<file path="src/rtl/exu_gpr_file_if.sv">
// Shared widths and the execute-stage register-file port bundle.
// Latency: n/a (declarations only).
// Backpressure: none; the port is always ready.
package exu_gpr_pkg;
    localparam int RV_XLEN   = 32;
    localparam int RV_GPR_AW = 5;
endpackage

interface exu_gpr_if_t;
    import exu_gpr_pkg::*;

    logic [RV_GPR_AW-1:0] ra1;
    logic [RV_GPR_AW-1:0] ra2;
    logic [RV_XLEN-1:0]   rd1;
    logic [RV_XLEN-1:0]   rd2;
    logic                 wen;
    logic [RV_GPR_AW-1:0] wa;
    logic [RV_XLEN-1:0]   wd;

    modport mst (output ra1, ra2, wen, wa, wd, input rd1, rd2);
    modport slv (input ra1, ra2, wen, wa, wd, output rd1, rd2);
endinterface

</file>
<file path="src/rtl/exu_gpr_file.sv">
// Integer register file: 2 read ports, 1 write port, x0 = 0, busy scoreboard.
// Latency: reads 0 cycles (optional write bypass), writes and locks 1 cycle.
// Backpressure: none; every port is always ready and never stalls.
module exu_gpr_file
    import exu_gpr_pkg::*;
#(
    parameter bit BYPASS  = 1'b1,
    parameter int NUM_GPR = 32
) (
    input  logic                 clk,
    input  logic                 rst_n,
    exu_gpr_if_t.slv             gpr_slv,
    input  logic                 lock_en,
    input  logic [RV_GPR_AW-1:0] lock_addr,
    output logic                 busy1,
    output logic                 busy2,
    output logic                 busy_wa,
    input  logic [RV_GPR_AW-1:0] dbg_ra,
    output logic [RV_XLEN-1:0]   dbg_rd
);

    logic                 wr_en;
    logic [RV_XLEN-1:0]   gpr_q [NUM_GPR];
    logic [NUM_GPR-1:1]   busy_q;
    logic [NUM_GPR-1:0]   busy_vec;
    logic [NUM_GPR-1:1]   set_mask;
    logic [NUM_GPR-1:1]   clr_mask;
    logic                 byp1;
    logic                 byp2;

    assign wr_en    = gpr_slv.wen && (gpr_slv.wa != '0);
    assign busy_vec = {busy_q, 1'b0};

    // Entry 0 is never written, so x0 reads go through the explicit zero select below.
    always_ff @(posedge clk or negedge rst_n) begin
        if (!rst_n) begin
            for (int i = 1; i < NUM_GPR; i++) begin
                gpr_q[i] <= '0;
            end
        end else if (wr_en) begin
            gpr_q[gpr_slv.wa] <= gpr_slv.wd;
        end
    end

    always_comb begin
        set_mask = '0;
        clr_mask = '0;
        for (int i = 1; i < NUM_GPR; i++) begin
            set_mask[i] = lock_en     && (lock_addr  == RV_GPR_AW'(i));
            clr_mask[i] = gpr_slv.wen && (gpr_slv.wa == RV_GPR_AW'(i));
        end
    end

    // Set is applied after clear: a write-back and a new lock on the same
    // register retire the old producer and reserve it for the new one.
    always_ff @(posedge clk or negedge rst_n) begin
        if (!rst_n) begin
            busy_q <= '0;
        end else begin
            busy_q <= (busy_q & ~clr_mask) | set_mask;
        end
    end

    always_comb begin
        byp1 = BYPASS && gpr_slv.wen && (gpr_slv.wa == gpr_slv.ra1);
        byp2 = BYPASS && gpr_slv.wen && (gpr_slv.wa == gpr_slv.ra2);

        gpr_slv.rd1 = '0;
        if (gpr_slv.ra1 != '0) begin
            gpr_slv.rd1 = byp1 ? gpr_slv.wd : gpr_q[gpr_slv.ra1];
        end

        gpr_slv.rd2 = '0;
        if (gpr_slv.ra2 != '0) begin
            gpr_slv.rd2 = byp2 ? gpr_slv.wd : gpr_q[gpr_slv.ra2];
        end

        dbg_rd = '0;
        if (dbg_ra != '0) begin
            dbg_rd = gpr_q[dbg_ra];
        end

        // The issue-time WAW check must see the raw reservation, so no masking here.
        busy1   = busy_vec[gpr_slv.ra1] && !byp1;
        busy2   = busy_vec[gpr_slv.ra2] && !byp2;
        busy_wa = busy_vec[lock_addr];
    end

endmodule

</file>
<file path="src/flat_wrapper.sv">
// flat-port wrapper written by rule: the top's interface ports become plain ports
module exu_gpr_file_flat import exu_gpr_pkg::*;
#(
    parameter bit BYPASS  = 1'b1,
    parameter int NUM_GPR = 32
)
  (clk, rst_n, lock_en, lock_addr, busy1, busy2, busy_wa, dbg_ra, dbg_rd, gpr_slv_ra1, gpr_slv_ra2, gpr_slv_wen, gpr_slv_wa, gpr_slv_wd, gpr_slv_rd1, gpr_slv_rd2);
  exu_gpr_if_t gpr_slv_i ();
  input  logic clk;
  input  logic rst_n;
  input  logic lock_en;
  input  logic [RV_GPR_AW-1:0] lock_addr;
  output logic busy1;
  output logic busy2;
  output logic busy_wa;
  input  logic [RV_GPR_AW-1:0] dbg_ra;
  output logic [RV_XLEN-1:0] dbg_rd;
  input wire logic [$bits(gpr_slv_i.ra1)-1:0] gpr_slv_ra1;
  input wire logic [$bits(gpr_slv_i.ra2)-1:0] gpr_slv_ra2;
  input wire logic [$bits(gpr_slv_i.wen)-1:0] gpr_slv_wen;
  input wire logic [$bits(gpr_slv_i.wa)-1:0] gpr_slv_wa;
  input wire logic [$bits(gpr_slv_i.wd)-1:0] gpr_slv_wd;
  output wire logic [$bits(gpr_slv_i.rd1)-1:0] gpr_slv_rd1;
  output wire logic [$bits(gpr_slv_i.rd2)-1:0] gpr_slv_rd2;
  assign gpr_slv_i.ra1 = gpr_slv_ra1;
  assign gpr_slv_i.ra2 = gpr_slv_ra2;
  assign gpr_slv_i.wen = gpr_slv_wen;
  assign gpr_slv_i.wa = gpr_slv_wa;
  assign gpr_slv_i.wd = gpr_slv_wd;
  assign gpr_slv_rd1 = gpr_slv_i.rd1;
  assign gpr_slv_rd2 = gpr_slv_i.rd2;
  exu_gpr_file #(.BYPASS(BYPASS), .NUM_GPR(NUM_GPR)) u_core (.clk(clk), .rst_n(rst_n), .gpr_slv(gpr_slv_i), .lock_en(lock_en), .lock_addr(lock_addr), .busy1(busy1), .busy2(busy2), .busy_wa(busy_wa), .dbg_ra(dbg_ra), .dbg_rd(dbg_rd));
endmodule
</file>
<file path="config.mk">
export PLATFORM = sky130hd
export DESIGN_NAME = exu_gpr_file_flat
export DESIGN_NICKNAME = d
export VERILOG_FILES = /design/src/rtl/exu_gpr_file_if.sv /design/src/rtl/exu_gpr_file.sv /design/src/flat_wrapper.sv
export SDC_FILE = /design/constraint.sdc
export NUM_CORES = 2
export LEC_CHECK = 0
export CORE_AREA = 2 2 376 378
export DETAILED_ROUTE_END_ITERATION = 12
export DIE_AREA = 0 0 378 380
export HOLD_SLACK_MARGIN = 0.15
export PLACE_DENSITY = 0.64
export SYNTH_ARGS = -nofsm -noshare
export SYNTH_HDL_FRONTEND = slang
export SYNTH_SLANG_ARGS = --single-unit
</file>
<file path="constraint.sdc">
create_clock -name clk -period 3.15 [get_ports clk]
set_input_delay 0.315 -clock clk [delete_from_list [all_inputs] [get_ports clk]]
set_output_delay 0.315 -clock clk [all_outputs]
set_load 0.1 [all_outputs]
</file>
---- Yosys cells after proc, flatten, opt, wreduce, memory -nomap -nowiden ----
Cells that the tools add are included.
word-level totals
  bits in registers ....................... 1055
operators by class
  reduce and logical (&&, ||, !) cells .... 75
  eq/ne operators ......................... 64
  multiplexer cells ....................... 23
  $lt $le $gt $ge ......................... 8
  bitwise operators ....................... 7
operators by type and width
  kind                                                                   number
  1024-bit bitwise mux                                                   1
  32-bit binary-select mux with 5-bit select                             3
  32-bit 2-to-1 mux                                                      12
  32-bit demux with 5-bit select                                         1
  5-bit equality test, second input constant                             32
  5-bit by 4-bit equality test with 1-bit output, second input constant  16
  1-bit logical AND                                                      68
  5-bit by 3-bit equality test with 1-bit output, second input constant  8
  31-bit AND                                                             1
  31-bit inverter                                                        1
  31-bit OR                                                              1
  6-bit >= comparator, second input constant                             4
  5-bit inverter with 6-bit output                                       4
  5-bit by 2-bit equality test with 1-bit output, second input constant  4
  5-bit nonzero test                                                     4
  5-bit by 6-bit < comparator with 1-bit output, second input constant   3
  1-bit binary-select mux with 5-bit select                              3
  5-bit by 1-bit equality test with 1-bit output, second input constant  2
  5-bit equality test                                                    2
  6-bit by 1-bit < comparator with 1-bit output, second input constant   1
  1-bit 2-to-1 mux                                                       3
  1-bit zero test                                                        2
  2-bit AND reduction                                                    1

---- Longest topological paths before layout ----
  depth in word-level cells ............... 6
  gate-level depth with buffers ........... 10
  gate-level depth less buffers ........... 5

---- Worst setup path after synthesis ----
No wires, ideal clock.
  path type ............................... input port to output port
  start point ............................. input gpr_slv_ra2[0]
  end point ............................... output busy2
  slack ................................... -0.805 ns
  arrival time ............................ 3.640 ns
  required time ........................... 2.835 ns
  stages .................................. 8
  path through ............................ buf_6 buf_6 buf_4 buf_4 mux2i_1 mux4_2 nand2_1 a21boi_0
on the way
  cells in the longest elaborated chain, start to end .. 4
  elaborated cells between the ends (all ways) .. 6
  those cells by class .................... eq/ne (1); mux (2); reduce/logical (3)
RTL lines
  element                                                                                            line                RTL
  start, declared                                                                                    flat_wrapper.sv:19  input wire logic [$bits(gpr_slv_i.ra2)-1:0] gpr_slv_ra2;
  parallel branches: the longest is 3 deep, another holds 1-bit binary-select mux with 5-bit select  --
  1-bit logical AND *                                                                                exu_gpr_file.sv:85  busy2 = busy_vec[gpr_slv.ra2] && !byp2;
  end, declared                                                                                      flat_wrapper.sv:14  output logic busy2;
Every way passes the cells marked *. The select of a mux whose other input is x is not followed.

---- Worst setup path in the final report ----
  start point ............................. register u_core.gpr_q[626] (netlist name)
  end point ............................... output gpr_slv_rd1[18]
on the way
  cells in the longest elaborated chain, start to end .. 5
RTL lines
  element                                                line                RTL
  start, declared                                        exu_gpr_file.sv:23  logic [RV_XLEN-1:0] gpr_q [NUM_GPR];
  start signal, assigned by index                        exu_gpr_file.sv:41  gpr_q[gpr_slv.wa] <= gpr_slv.wd;
  32-bit binary-select mux with 5-bit select             exu_gpr_file.sv:70  gpr_slv.rd1 = byp1 ? gpr_slv.wd : gpr_q[gpr_slv.ra1];
  32-bit 2-to-1 mux (implied by the code) (2 in series)  exu_gpr_file.sv:70
  32-bit 2-to-1 mux                                      exu_gpr_file.sv:70
  32-bit 2-to-1 mux                                      exu_gpr_file.sv:69  if (gpr_slv.ra1 != '0) begin
  end, declared                                          flat_wrapper.sv:23  output wire logic [$bits(gpr_slv_i.rd1)-1:0] gpr_slv_rd1;
Every way passes these cells. The select of a mux whose other input is x is not followed.

==> impl_metrics.toml <==
[setup_path]
arrival_ns = 2.93
crit_cells = 5
worstPathRequired_ns = 2.83
worstSetupEndpointType = "primary output"
path_buf_inv = 1
path_cells = "mux4_2, mux4_2, nor2b_4, a221o_2, buf_12"
cp_slowest_stage_delay_ns = 0.52
critPathTopFamily = "multiplexers"
slowest_stage = "mux4_2"
worst_r2r_path_depth = 2
crit_path_start_kind = "flop"
crit_type = "reg2out"
crit_top_cell = "mux4_2"
worstPathMaxFanout = 3

[cells_and_area]
drive_gt1_share_pct = 54.97
nets = 4686
seqCellArea_um2 = 26560
multi_input_area_um2 = 36630
design_area_um2 = 77140
area_delta_synth_final_pct = 18.48
fill_cells = 11215

[yosys]
ys_seq_elements = 1055
netlist_instances = 4403
synth_ff_type = "dfrtp_1"
ys_types = 66
syn_area_um2 = 65110
syn_area_per_cell_um2 = 14.79
synth_warnings = 0
ys_seq_area_share_pct = 40.79
synth_edf_count = 32
async_flop_share_pct = 96.97

[detailed_routing]
ant_nets = 0
num_vias = 47403
drt_iter0_drc = 6124
drt-wirelength-per-cell_um = 37.69
wl_um = 249200
drtPass1Iterations = 6
met3_wirelength_um = 28070
vias_per_cell = 7.169
drc = 0
wl_met1_um = 94040
top_layer = "met5"
wl_met2_um = 111000

[place]
place.port_buffers = 159
dp_hpwl_um = 158900
gp_congestion = 0.9182
post_dp_cell_area_um2 = 72850

[clock_tree]
cts_root_buf = "clkbuf_16"
numCtsBuffers = 119
path_clk_slew_ns = 0.06
cts_sinks = 1055
insertion_delay_ns = 0.75
tritoncts = "built"
clockBufferDepth = 3
h-tree-depth = 3

[sta]
setup_violations = 5
setup_slack_ns = -0.09249
rsz0062_at_grt = "yes"
finalHoldViolations = 0
whs_ns = 0.3929
fin_tns_setup_ns = -0.2122
period_minus_slack_ns = 3.242
worstMarginPinSlew_ns = 1.414
drv_slew = 0
finClkSkew_ns = 0
post-route-period-util_pct = 102.9
max_slew_margin_pct = 5.313
fmaxAchievable_ghz = 0.3084

[global_route]
grt_pass1_vias = 47063
grt.total_usage_pct = 34.80
antenna_found_initial = 6
grt_max_degree = 121
gr-total-overflow = 0
grt_pass1_wl_um = 356300

[hold_path]
hold_depth = 2
hold_class = "in2reg"

[power]
leakage_nw = 32.46
power_density_nw_per_um2 = 626.4
vdd_ir_drop_max_mv = 0.5034
finalPower_mw = 48.32

[floorplan]
initial_utilization_pct = 46.78
io_pins = 160
die_h_um = 380
coreArea_um2 = 139200
dieWidth_um = 378
die_area_um2 = 143600
rows = 137

[status]
violations = "setup timing"
status = "complete, but fails checks"

[flow_run]
drv_cap = 0
[cell usage after synthesis, types with 15 or more instances]
master / count / share of area (%)
o21ai_1: 39 / 0.30
nor2_1: 49 / 0.28
edfxtp_1: 32 / 1.5
clkbuf_1: 234 / 1.3
o21ai_0: 46 / 0.35
nand2_1: 106 / 0.61
buf_4: 26 / 0.30
mux2_2: 1001 / 17
inv_1: 37 / 0.21
o221ai_1: 22 / 0.30
mux2i_1: 280 / 4.3
a22oi_1: 157 / 1.8
o22ai_1: 27 / 0.26
buf_2: 144 / 1.1
buf_1: 57 / 0.33
a21oi_1: 60 / 0.46
mux4_2: 742 / 26
a22o_1: 35 / 0.47
a221oi_1: 26 / 0.35
buf_6: 22 / 0.38
a221o_1: 15 / 0.23
o221a_2: 25 / 0.43
dfrtp_1: 1023 / 39
nand3_1: 16 / 0.12
[sequential cells by signal, indices dropped and copies added (netlist names)]
| register | count |
|---|---|
| u_core.gpr_q | 1024 |
| u_core.busy_q | 31 |
[path summary, 6_finish.rpt]
kind | from | end | slack [ns]
max in group asynchronous | rst_n | u_core.gpr_q[456]$_DFFE_PN0P_ | 1.41
min in group asynchronous | rst_n | u_core.gpr_q[390]$_DFFE_PN0P_ | 0.68
max reg2reg | u_core.gpr_q[90]$_DFFE_PN0P_ | u_core.gpr_q[90]$_DFFE_PN0P_ | 2.21
min | gpr_slv_wd[15] | u_core.gpr_q[1007]$_DFFE_PP_ | 0.39
max | u_core.gpr_q[626]$_DFFE_PN0P_ | gpr_slv_rd1[18] | -0.09
min reg2reg | u_core.gpr_q[119]$_DFFE_PN0P_ | u_core.gpr_q[119]$_DFFE_PN0P_ | 0.54
[per-stage QoR]
step,setup WS [ns],util (%),cells
final,-0.09249,55.42,6612
after detailed placement,-0.01937,52.34,6366
after global placement,-0.01747,52.34,6366
after floorplan,-0.09193,-,4434
after global routing,-0.1226,55.41,6606
after CTS,-0.1241,55.38,6602
[cells in the final DEF, fill, tap and decap left out, drive strengths merged, types with 6 or more instances in the layout]
cell and n:
a21oi 60, nand2b 8, clkbuf 169, a211o 14
a22o 35, buf 517, a221oi 26, clkdlybuf4s50 45
nor4 8, clkinvlp 9, diode 6, a221o 15
nor2 53, mux2i 280, clkinv 34, conb 32
mux2 1009, nand2 106, o221ai 22, a2111oi 9
edfxtp 32, nand3 16, o211ai 12, inv 40
nor2b 12, nor3 7, xnor2 10, mux4 742
o21ai 85, bufinv 13, o221a 27, a22oi 157
dfrtp 1023, nand3b 7, o22ai 27, nor3b 11
o31ai 7
[layer usage]
metal / vias to the layer above / global-route usage, %
li1: 18131 / -
met1: 25432 / 46.81
met2: 3090 / 50.72
met3: 742 / 9.781
met4: 8 / 19.82
met5: - / 0
[final cells by class]
type,count,share of cell area [%]
inverter,39,0.1898
clock inverter,57,0.9018
tap,1876,3.043
timing repair buffer,564,9.468
antenna,6,0.01946
sequential,1055,34.43
multi-input combinational,2846,47.49
clock buffer,169,4.456
[power by group]
| group | switching [mW] | leakage [nW] | internal, mW |
|---|---|---|---|
| clock network | 6.14 | 2.02 | 8.65 |
| registers | 2.61 | 13.4 | 16.3 |
| logic | 6.98 | 17.1 | 7.69 |
| total | 15.7 | 32.5 | 32.6 |
[what timing repair did]
action / CTS / global route
cloned: 0 / 0
endpoints found under the setup margin: 4 / 3
setup buffers: 7 / 4
gates resized for setup: 3 / 3
hold buffers: 3 / 0
hold endpoints to repair: 885 / 0
pin swaps: 1 / 0
[kinds of logic (layout without fill, tap and decap cells)]
kind of cell	Yosys count	after routing	synth area share [%]
buf+inv	533	829	3.959
mux	2031	2031	47.42
other cells	1	38	0.005760
xor+xnor	10	10	0.1345
compound gates	522	522	5.846
flops	1055	1055	40.79
simple gates	251	251	1.839
(Power assumes the default switching activity.)
